[src/rtl/plab4_net_router_input_ctrl_tdm_arb_if.sv]
// Handshake bundle between the per-domain input queues, the TDM input
// controller and the output-port arbiters of one router input port.
interface plab4_net_router_input_ctrl_tdm_arb_if #(
   parameter int unsigned p_num_domains = 4,
   parameter int unsigned p_dest_nbits  = 3
);
   logic [p_num_domains*p_dest_nbits-1:0] dest;
   logic [p_num_domains-1:0]              in_val;
   logic [p_num_domains-1:0]              in_rdy;
   logic [2:0]                            reqs;
   logic [2:0]                            grants;

   modport master (output dest, in_val, grants, input in_rdy, reqs);
   modport slave  (input dest, in_val, grants, output in_rdy, reqs);
endinterface

[src/rtl/plab4_net_router_input_ctrl_tdm_arb.sv]
// Router input control with a fixed time-division schedule across security
// domains; only the epoch owner may request, and a trailing dead window
// keeps transfers from spilling into the next domain's epoch.
module plab4_net_router_input_ctrl_tdm_arb #(
   parameter int unsigned p_router_id    = 0,
   parameter int unsigned p_num_routers  = 8,
   parameter int unsigned p_num_domains  = 4,
   parameter int unsigned p_epoch_len    = 8,
   parameter int unsigned p_dead_cycles  = 1,
   parameter logic [2:0]  p_default_reqs = 3'b001,
   localparam int unsigned c_dest_nbits  = $clog2(p_num_routers),
   localparam int unsigned c_dom_nbits   = $clog2(p_num_domains)
) (
   input  logic                   clk,
   input  logic                   reset_n,
   plab4_net_router_input_ctrl_tdm_arb_if.slave io,
   output logic [c_dom_nbits-1:0] domain,
   output logic                   epoch_start,
   output logic                   dead
);

   localparam int unsigned c_ep_nbits = (p_epoch_len > 1) ? $clog2(p_epoch_len) : 1;
   localparam logic [c_ep_nbits-1:0]  c_ep_last    = c_ep_nbits'(p_epoch_len - 1);
   localparam logic [c_ep_nbits-1:0]  c_dead_start = c_ep_nbits'(p_epoch_len - p_dead_cycles);
   localparam logic [c_dom_nbits-1:0] c_dom_last   = c_dom_nbits'(p_num_domains - 1);

   if (p_num_domains < 2) begin : g_chk_dom
      $fatal(1, "p_num_domains must be >= 2");
   end
   if (p_epoch_len < 2) begin : g_chk_epoch
      $fatal(1, "p_epoch_len must be >= 2");
   end
   if (p_dead_cycles >= p_epoch_len) begin : g_chk_dead
      $fatal(1, "p_dead_cycles must be < p_epoch_len");
   end

   logic [c_ep_nbits-1:0]   epoch_cnt_q, epoch_cnt_d;
   logic [c_dom_nbits-1:0]  dom_cnt_q, dom_cnt_d;
   logic                    act_val;
   logic [c_dest_nbits-1:0] act_dest;
   logic [2:0]              route;
   logic                    fire;

   always_comb begin
      epoch_cnt_d = epoch_cnt_q + 1'b1;
      dom_cnt_d   = dom_cnt_q;
      if (epoch_cnt_q == c_ep_last) begin
         epoch_cnt_d = '0;
         dom_cnt_d   = (dom_cnt_q == c_dom_last) ? '0 : dom_cnt_q + 1'b1;
      end
   end

   always_ff @(posedge clk or negedge reset_n) begin
      if (!reset_n) begin
         epoch_cnt_q <= '0;
         dom_cnt_q   <= '0;
      end else begin
         epoch_cnt_q <= epoch_cnt_d;
         dom_cnt_q   <= dom_cnt_d;
      end
   end

   // With no dead cycles the start threshold would alias to 0 when
   // p_epoch_len is a power of two, so it is gated explicitly.
   always_comb begin
      domain      = dom_cnt_q;
      epoch_start = (epoch_cnt_q == '0);
      dead        = (p_dead_cycles != 0) && (epoch_cnt_q >= c_dead_start);
   end

   // Only the active domain's slice is ever selected, so idle or saturated
   // neighbours cannot influence reqs or in_rdy.
   always_comb begin
      act_val  = 1'b0;
      act_dest = '0;
      for (int unsigned k = 0; k < p_num_domains; k++) begin
         if (dom_cnt_q == c_dom_nbits'(k)) begin
            act_val  = io.in_val[k];
            act_dest = io.dest[k*c_dest_nbits +: c_dest_nbits];
         end
      end
      route     = (act_dest == c_dest_nbits'(p_router_id)) ? 3'b010 : p_default_reqs;
      io.reqs   = (act_val && !dead) ? route : 3'b000;
      fire      = act_val && !dead && (|(io.reqs & io.grants));
      io.in_rdy = '0;
      for (int unsigned k = 0; k < p_num_domains; k++) begin
         if (dom_cnt_q == c_dom_nbits'(k)) begin
            io.in_rdy[k] = fire;
         end
      end
   end

endmodule
[src/flat_wrapper.sv]
// flat-port wrapper written by rule: the top's interface ports become plain ports
module plab4_net_router_input_ctrl_tdm_arb_flat 
#(
   parameter int unsigned p_router_id    = 0,
   parameter int unsigned p_num_routers  = 8,
   parameter int unsigned p_num_domains  = 4,
   parameter int unsigned p_epoch_len    = 8,
   parameter int unsigned p_dead_cycles  = 1,
   parameter logic [2:0]  p_default_reqs = 3'b001,
   localparam int unsigned c_dest_nbits  = $clog2(p_num_routers),
   localparam int unsigned c_dom_nbits   = $clog2(p_num_domains)
)
  (clk, reset_n, domain, epoch_start, dead, io_dest, io_in_val, io_grants, io_in_rdy, io_reqs);
  plab4_net_router_input_ctrl_tdm_arb_if #(.p_num_domains(p_num_domains)) io_i ();
  input  logic clk;
  input  logic reset_n;
  output logic [c_dom_nbits-1:0] domain;
  output logic epoch_start;
  output logic dead;
  input wire logic [$bits(io_i.dest)-1:0] io_dest;
  input wire logic [$bits(io_i.in_val)-1:0] io_in_val;
  input wire logic [$bits(io_i.grants)-1:0] io_grants;
  output wire logic [$bits(io_i.in_rdy)-1:0] io_in_rdy;
  output wire logic [$bits(io_i.reqs)-1:0] io_reqs;
  assign io_i.dest = io_dest;
  assign io_i.in_val = io_in_val;
  assign io_i.grants = io_grants;
  assign io_in_rdy = io_i.in_rdy;
  assign io_reqs = io_i.reqs;
  plab4_net_router_input_ctrl_tdm_arb #(.p_router_id(p_router_id), .p_num_routers(p_num_routers), .p_num_domains(p_num_domains), .p_epoch_len(p_epoch_len), .p_dead_cycles(p_dead_cycles), .p_default_reqs(p_default_reqs)) u_core (.clk(clk), .reset_n(reset_n), .io(io_i), .domain(domain), .epoch_start(epoch_start), .dead(dead));
endmodule
[config.mk]
export PLATFORM = sky130hd
export DESIGN_NAME = plab4_net_router_input_ctrl_tdm_arb_flat
export DESIGN_NICKNAME = d
export VERILOG_FILES = /design/src/rtl/plab4_net_router_input_ctrl_tdm_arb_if.sv /design/src/rtl/plab4_net_router_input_ctrl_tdm_arb.sv /design/src/flat_wrapper.sv
export SDC_FILE = /design/constraint.sdc
export NUM_CORES = 1
export LEC_CHECK = 0
export BUFFER_PORTS_ARGS = -buffer_cell sky130_fd_sc_hd__clkbuf_2
export CAP_MARGIN = 15
export CORE_AREA = 2 2 41 43
export CTS_CLUSTER_SIZE = 28
export DETAILED_ROUTE_END_ITERATION = 8
export DIE_AREA = 0 0 43 45
export PLACE_DENSITY = 0.65
export REMOVE_ABC_BUFFERS = 1
export SLEW_MARGIN = 20
export SYNTH_ARGS = -nofsm -noshare
export SYNTH_HDL_FRONTEND = slang
export SYNTH_SLANG_ARGS = --single-unit
[constraint.sdc]
create_clock -name clk -period 3.76 [get_ports clk]
set_input_delay 0.752 -clock clk [delete_from_list [all_inputs] [get_ports clk]]
set_output_delay 0.752 -clock clk [all_outputs]
set_load 0.005 [all_outputs]
Word level (Yosys, flattened, before mapping)
Cells that the tools add are included.

storage, ports and cells
  flip-flop bits (word level) = 5
  output and inout bits = 11

cells by class
  add/subtract/negate cells = 2
  magnitude comparators = 1
  eq/ne operators = 4
  multiplexer cells = 16
  bitwise gates (word level) = 1
  reductions and logical operators = 7

operators by type and width
  operator             count
  $mux 3               6
  $mux 1               8
  $logic_not 3->1      2
  $eq 2x2->1 const B   2
  $mux 2               2
  $add 3x1->3 const B  1
  $and 3x3->3          1
  $eq 3x3->1 const B   1
  $ge 3x3->1 const B   1
  $reduce_or 3->1      1
  $add 2x1->2 const B  1
  $eq 2x1->1 const B   1
  $logic_and 1x1->1    2
  $logic_not 2->1      1
  $logic_not 1->1      1

Longest topological paths before layout
  word-level depth = 12
  depth in mapped cells = 6

Worst setup path before layout
OpenSTA, ideal clock, no wires.

  kind = register -> output
  from = register u_core.epoch_cnt_q[0]
  to = output port io_in_rdy[0]
  arrival time = 1.640 ns
  data required time = 3.008 ns
  path slack = 1.368 ns
  cell stages (with the launch flop) = 7
  path through = dfrtp_1 > ha_1 > ha_1 > a31o_1 > nor3_4 > nand4_1 > mux2i_1

on the way
  word-level cells in the longest chain between the ends = 8

ends and longest elaborated chain
  element                 RTL line                                                                              source
  start, declared         plab4_net_router_input_ctrl_tdm_arb.sv:37                                             logic [c_ep_nbits-1:0] epoch_cnt_q, epoch_cnt_d;
  start signal, assigned  plab4_net_router_input_ctrl_tdm_arb.sv:58                                             epoch_cnt_q <= epoch_cnt_d;
  $ge 3x3->1 (*)          plab4_net_router_input_ctrl_tdm_arb.sv:68                                             dead = (p_dead_cycles != 0) && (epoch_cnt_q >= c_dead_start);
  named net dead          flat_wrapper.sv:19                                                                    output logic dead;
  $logic_not 1->1 (*)     plab4_net_router_input_ctrl_tdm_arb.sv:83, plab4_net_router_input_ctrl_tdm_arb.sv:84
  $logic_and 1x1->1 (*)   plab4_net_router_input_ctrl_tdm_arb.sv:83, plab4_net_router_input_ctrl_tdm_arb.sv:84
  $mux 3                  plab4_net_router_input_ctrl_tdm_arb.sv:83                                             io.reqs = (act_val && !dead) ? route : 3'b000;
  $and 3x3->3             plab4_net_router_input_ctrl_tdm_arb.sv:84                                             fire = act_val && !dead && (|(io.reqs & io.grants));
  $reduce_or 3->1         plab4_net_router_input_ctrl_tdm_arb.sv:84
  $logic_and 1x1->1 (*)   plab4_net_router_input_ctrl_tdm_arb.sv:84
  $mux 1 (*)              plab4_net_router_input_ctrl_tdm_arb.sv:87                                             if (dom_cnt_q == c_dom_nbits'(k)) begin
  end, declared           flat_wrapper.sv:23                                                                    output wire logic [$bits(io_i.in_rdy)-1:0] io_in_rdy;

The timed path passes the listed nets; every way through them passes the cells marked *.

Final worst setup path
  from = register u_core.epoch_cnt_q[0]
  to = output port io_in_rdy[0]

on the way
  word-level cells in the longest chain between the ends = 8

ends and longest elaborated chain
  element                RTL line
  $ge 3x3->1 (*)         plab4_net_router_input_ctrl_tdm_arb.sv:68
  $logic_not 1->1 (*)    plab4_net_router_input_ctrl_tdm_arb.sv:83, plab4_net_router_input_ctrl_tdm_arb.sv:84
  $logic_and 1x1->1 (*)  plab4_net_router_input_ctrl_tdm_arb.sv:83, plab4_net_router_input_ctrl_tdm_arb.sv:84
  $mux 3                 plab4_net_router_input_ctrl_tdm_arb.sv:83
  $and 3x3->3            plab4_net_router_input_ctrl_tdm_arb.sv:84
  $reduce_or 3->1        plab4_net_router_input_ctrl_tdm_arb.sv:84
  $logic_and 1x1->1 (*)  plab4_net_router_input_ctrl_tdm_arb.sv:84
  $mux 1 (*)             plab4_net_router_input_ctrl_tdm_arb.sv:87

Every way passes the cells marked *; elsewhere a longest branch is shown, timed or not.

==> impl_summary.md <==
Timing
The final count of hold timing violations is 0. Setup total negative slack on the finished layout was measured at 0 ps. The actual transition at the worst max-transition pin is 518 ps.

Based on the critical path, the design can be clocked at up to 348 MHz. After layout, the worst setup slack is 883 ps. The clock period could shrink to 2880 ps. The number of slew-limit violations in the final report is 0. The worst clock skew is 0.909 ps.

Setup violations remaining at the end of the flow were counted as 0. The headroom to the max-slew limit is 65.1%. Setup repair after global routing left no endpoint under its margin. The final clock period utilization by the worst path is 76.5%.

Synthesis
The async set-or-reset flop fraction in the synthesized netlist is 100%. The most frequent cell after synthesis is sky130_fd_sc_hd__ha_1. Sorting the synthesized cells by area gives the leading types as sky130_fd_sc_hd__dfrtp_1 26%, sky130_fd_sc_hd__ha_1 18%, sky130_fd_sc_hd__nand4_1 6.4%. The main flop type after synthesis is sky130_fd_sc_hd__dfrtp_1. In this run, synthesis inferred 0 flip-flops with an integrated enable. The fraction of synthesized cell area taken by the top area cell type is 25.6%. By count the netlist is led by 7 x sky130_fd_sc_hd__ha_1, 5 x sky130_fd_sc_hd__dfrtp_1, 5 x sky130_fd_sc_hd__nand4_1.

The number of library cell types mapped by synthesis is 25. The post-synthesis cell area is 488 um^2. The number of register bits inferred by synthesis is 5. The warning count from the yosys run is 0.

In the synthesized netlist, the number of instances is 55. The mean instance size in the synthesized netlist is 8.87 um^2. The leading area contributor after synthesis is sky130_fd_sc_hd__dfrtp_1. The share of the Yosys chip area taken by registers is 25.6%.

Clocking
The clock passes through at most 2 buffers. Clock tree synthesis found a total of 5 sinks. Post-CTS timing repair inserted 0 buffers for setup. The clock buffer count from CTS is 3. The H-tree depth reported by CTS is 1. The number of hold buffers added after CTS was 0. The TritonCTS clock tree is done. Once the clock tree was built, the resizer swapped 0 gates to a different size. The clock root buffer is sky130_fd_sc_hd__clkbuf_4. The clock latency on the worst-skew pair is 230 ps. The clock-pin transition on the worst setup and hold timing paths is 40 ps.

Detailed routing
After the first detailed-routing iteration, the DRC count stood at 6. The number of design rule violations left after detail routing is 0. The final layout contains routed wiring with a total length of 1050 um.

In the final routed layout, each cell accounts on average for 10.3 um. The number of vias per cell after detailed routing is 4.84. The first TritonRoute pass finished after 4 iterations. The detail route stage leaves a number of antenna-violating nets equal to 0. The via count is 494.

Floorplanning
The core region is 1470 um^2. The number of rows in the core area is 14. The die is 43 um wide. The initial utilization of the core area, before any placement, comes to 33.2%. During I/O placement, the number of pins put on the boundary was 32.

The die span in y is 45 um. The die covers 1940 um^2.

Setup path
Setup slack on the worst reg-to-reg path comes out at 2610 ps. The arrival time reported for the critical path endpoint is 2120 ps. The critical path is of the flip-flop to output port type. The critical path buffer and inverter count is 1.

The library cell appearing most often on the critical path is sky130_fd_sc_hd__ha_1. The destination of the worst register-to-register timing path is u_core.domain[0]. Grouping stages by cell kind, the critical path spends the most delay in simple AND/OR/NAND/NOR gates. The timing startpoint of the critical path is u_core.epoch_cnt_q[0]. The signal on the critical path passes through ha_1, ha_1, a31o_1, nor3_4, nand4_1, mux2i_1, clkbuf_2.

STA puts the critical path data required time at 3010 ps. For this run, the slowest stage of the critical path takes 400 ps. The element type at the critical path end is an output port. The number of cell instances on the worst register-to-register path is 3.

The largest fanout of any net on the critical path is 9. The slowest cell on the critical path is sky130_fd_sc_hd__dfrtp_1. The type of element launching the critical path is a flip-flop. The worst register-to-register path begins at u_core.epoch_cnt_q[0].

Worst hold path
The path class of the tightest hold or removal check is primary input to asynchronous set/reset pin.

Layout
The number of antenna diodes in the final layout is 0. For this run, the number of standard cells in the final layout without fillers is 102. Relative to the synthesized area, the layout overhead comes to 36.9%.

The filler cell count is 163. After the last flow step, the layout net total stands at 115. The post-route netlist has 39.5% of its cells at a drive strength greater than 1.

Global route
The initial antenna violation count is 0. In the global route stage, overall resource usage came out at 12.4%. The first global-routing pass estimated 1790 um of wire. The largest net degree at the start of global routing is 10. For this run the aggregate overflow at the end of global routing stands at 0.

The number of global-route vias before repair is 433.

Placement
The final HPWL from detailed placement is 881 um. The number of buffers added on ports is 29. The number of placed instances with taps included is 98. At the end of routability-driven placement, the weighted congestion stood at 0.781. At the placement stage, the worst setup path has a slack of 1120 ps.

Run
The max-cap check violation count is 0.

Run status
The flow ran to the end, and the final reports show no timing, DRC or antenna violations.

Power and ir drop
In this run the static leakage power is 0.346 nW. VDD sags by at most 156 uV. The power density over the cells is 198 nW/um^2.
## state kept, by name (all words and copies together) (netlist names)
| name | count |
|---|---|
| u_core.domain | 2 |
| u_core.epoch_cnt_q | 3 |
## area by class of cell
cell class / count / area, um^2 / share of cell area (%)
Tap cell: 16 / 20.0 / 3.00
Clock buffer: 4 / 26.3 / 3.93
Inverter: 4 / 15.0 / 2.25
Timing Repair Buffer: 29 / 145 / 21.7
Multi-Input combinational cell: 44 / 337 / 50.4
Sequential cell: 5 / 125 / 18.7
## how the worst max path moves through the flow
stage	slack [ps]	cells after the start	end
global placement	1130	6	io_in_rdy[1]
finish	880	7	io_in_rdy[0]
global route	760	7	io_in_rdy[0]
detailed placement	1120	7	io_in_rdy[0]
CTS	870	7	io_in_rdy[0]
floorplan	1370	6	io_in_rdy[0]
## cell usage in the layout, fill, tap and decap left out, drive strengths merged
cell | Yosys | layout
conb | 1 | 1
nor4b | 1 | 1
o21ai | 4 | 4
nor3 | 2 | 2
nor2 | 3 | 3
nor4 | 1 | 1
o41a | 1 | 1
nand3 | 3 | 3
mux2i | 3 | 3
nor2b | 3 | 3
nand2b | 1 | 1
inv | 4 | 4
dfrtp | 5 | 5
nor3b | 1 | 1
o31a | 1 | 1
o31ai | 1 | 1
clkbuf | 1 | 33
nand2 | 4 | 4
ha | 7 | 7
nand4 | 5 | 5
a211oi | 1 | 1
a31o | 1 | 1
## report_power, final
| group | internal, mW | leakage (nW) | switching (mW) |
|---|---|---|---|
| Clock | 0.0399 | 0.0150 | 0.0187 |
| Sequential | 0.0541 | 0.0606 | 0 |
| Combinational | 0.0109 | 0.270 | 0.00889 |
## kinds of logic after synthesis
| group | after synthesis | share of synthesized area [%] |
|---|---|---|
| other | 1 | 0.768 |
| muxes | 3 | 6.15 |
| AOI/OAI and AO/OA | 9 | 15.1 |
| and+or+nand+nor | 24 | 29.0 |
| adders and majority gates | 7 | 17.9 |
| DFF | 5 | 25.6 |
| buffers and inverters | 6 | 5.38 |
## stage by stage
step / hold slack [ps] / power (mW) / instance area [um^2] / util (%)
6_report: 323 / 0.132 / 668 / 45.4
5_1_grt: 325 / 0.140 / 668 / 45.4
3_5_place_dp: 472 / 0.0746 / 642 / 43.6
4_1_cts: 317 / 0.136 / 668 / 45.4
3_3_place_gp: 476 / 0.0745 / 642 / 43.6
2_1_floorplan: 445 / 0.0612 / 477 / -
## layer usage
layer / share of wire (%) / global-route usage, % / vias to the layer above
met5: 0 / 0 / -
li1: - / - / 262
met2: 45 / 19.1 / 25
met3: 9.8 / 3.60 / 0
met1: 45 / 15.4 / 207
met4: 0 / 7.27 / 0
No activity file was read; power rests on OpenSTA's default activity.
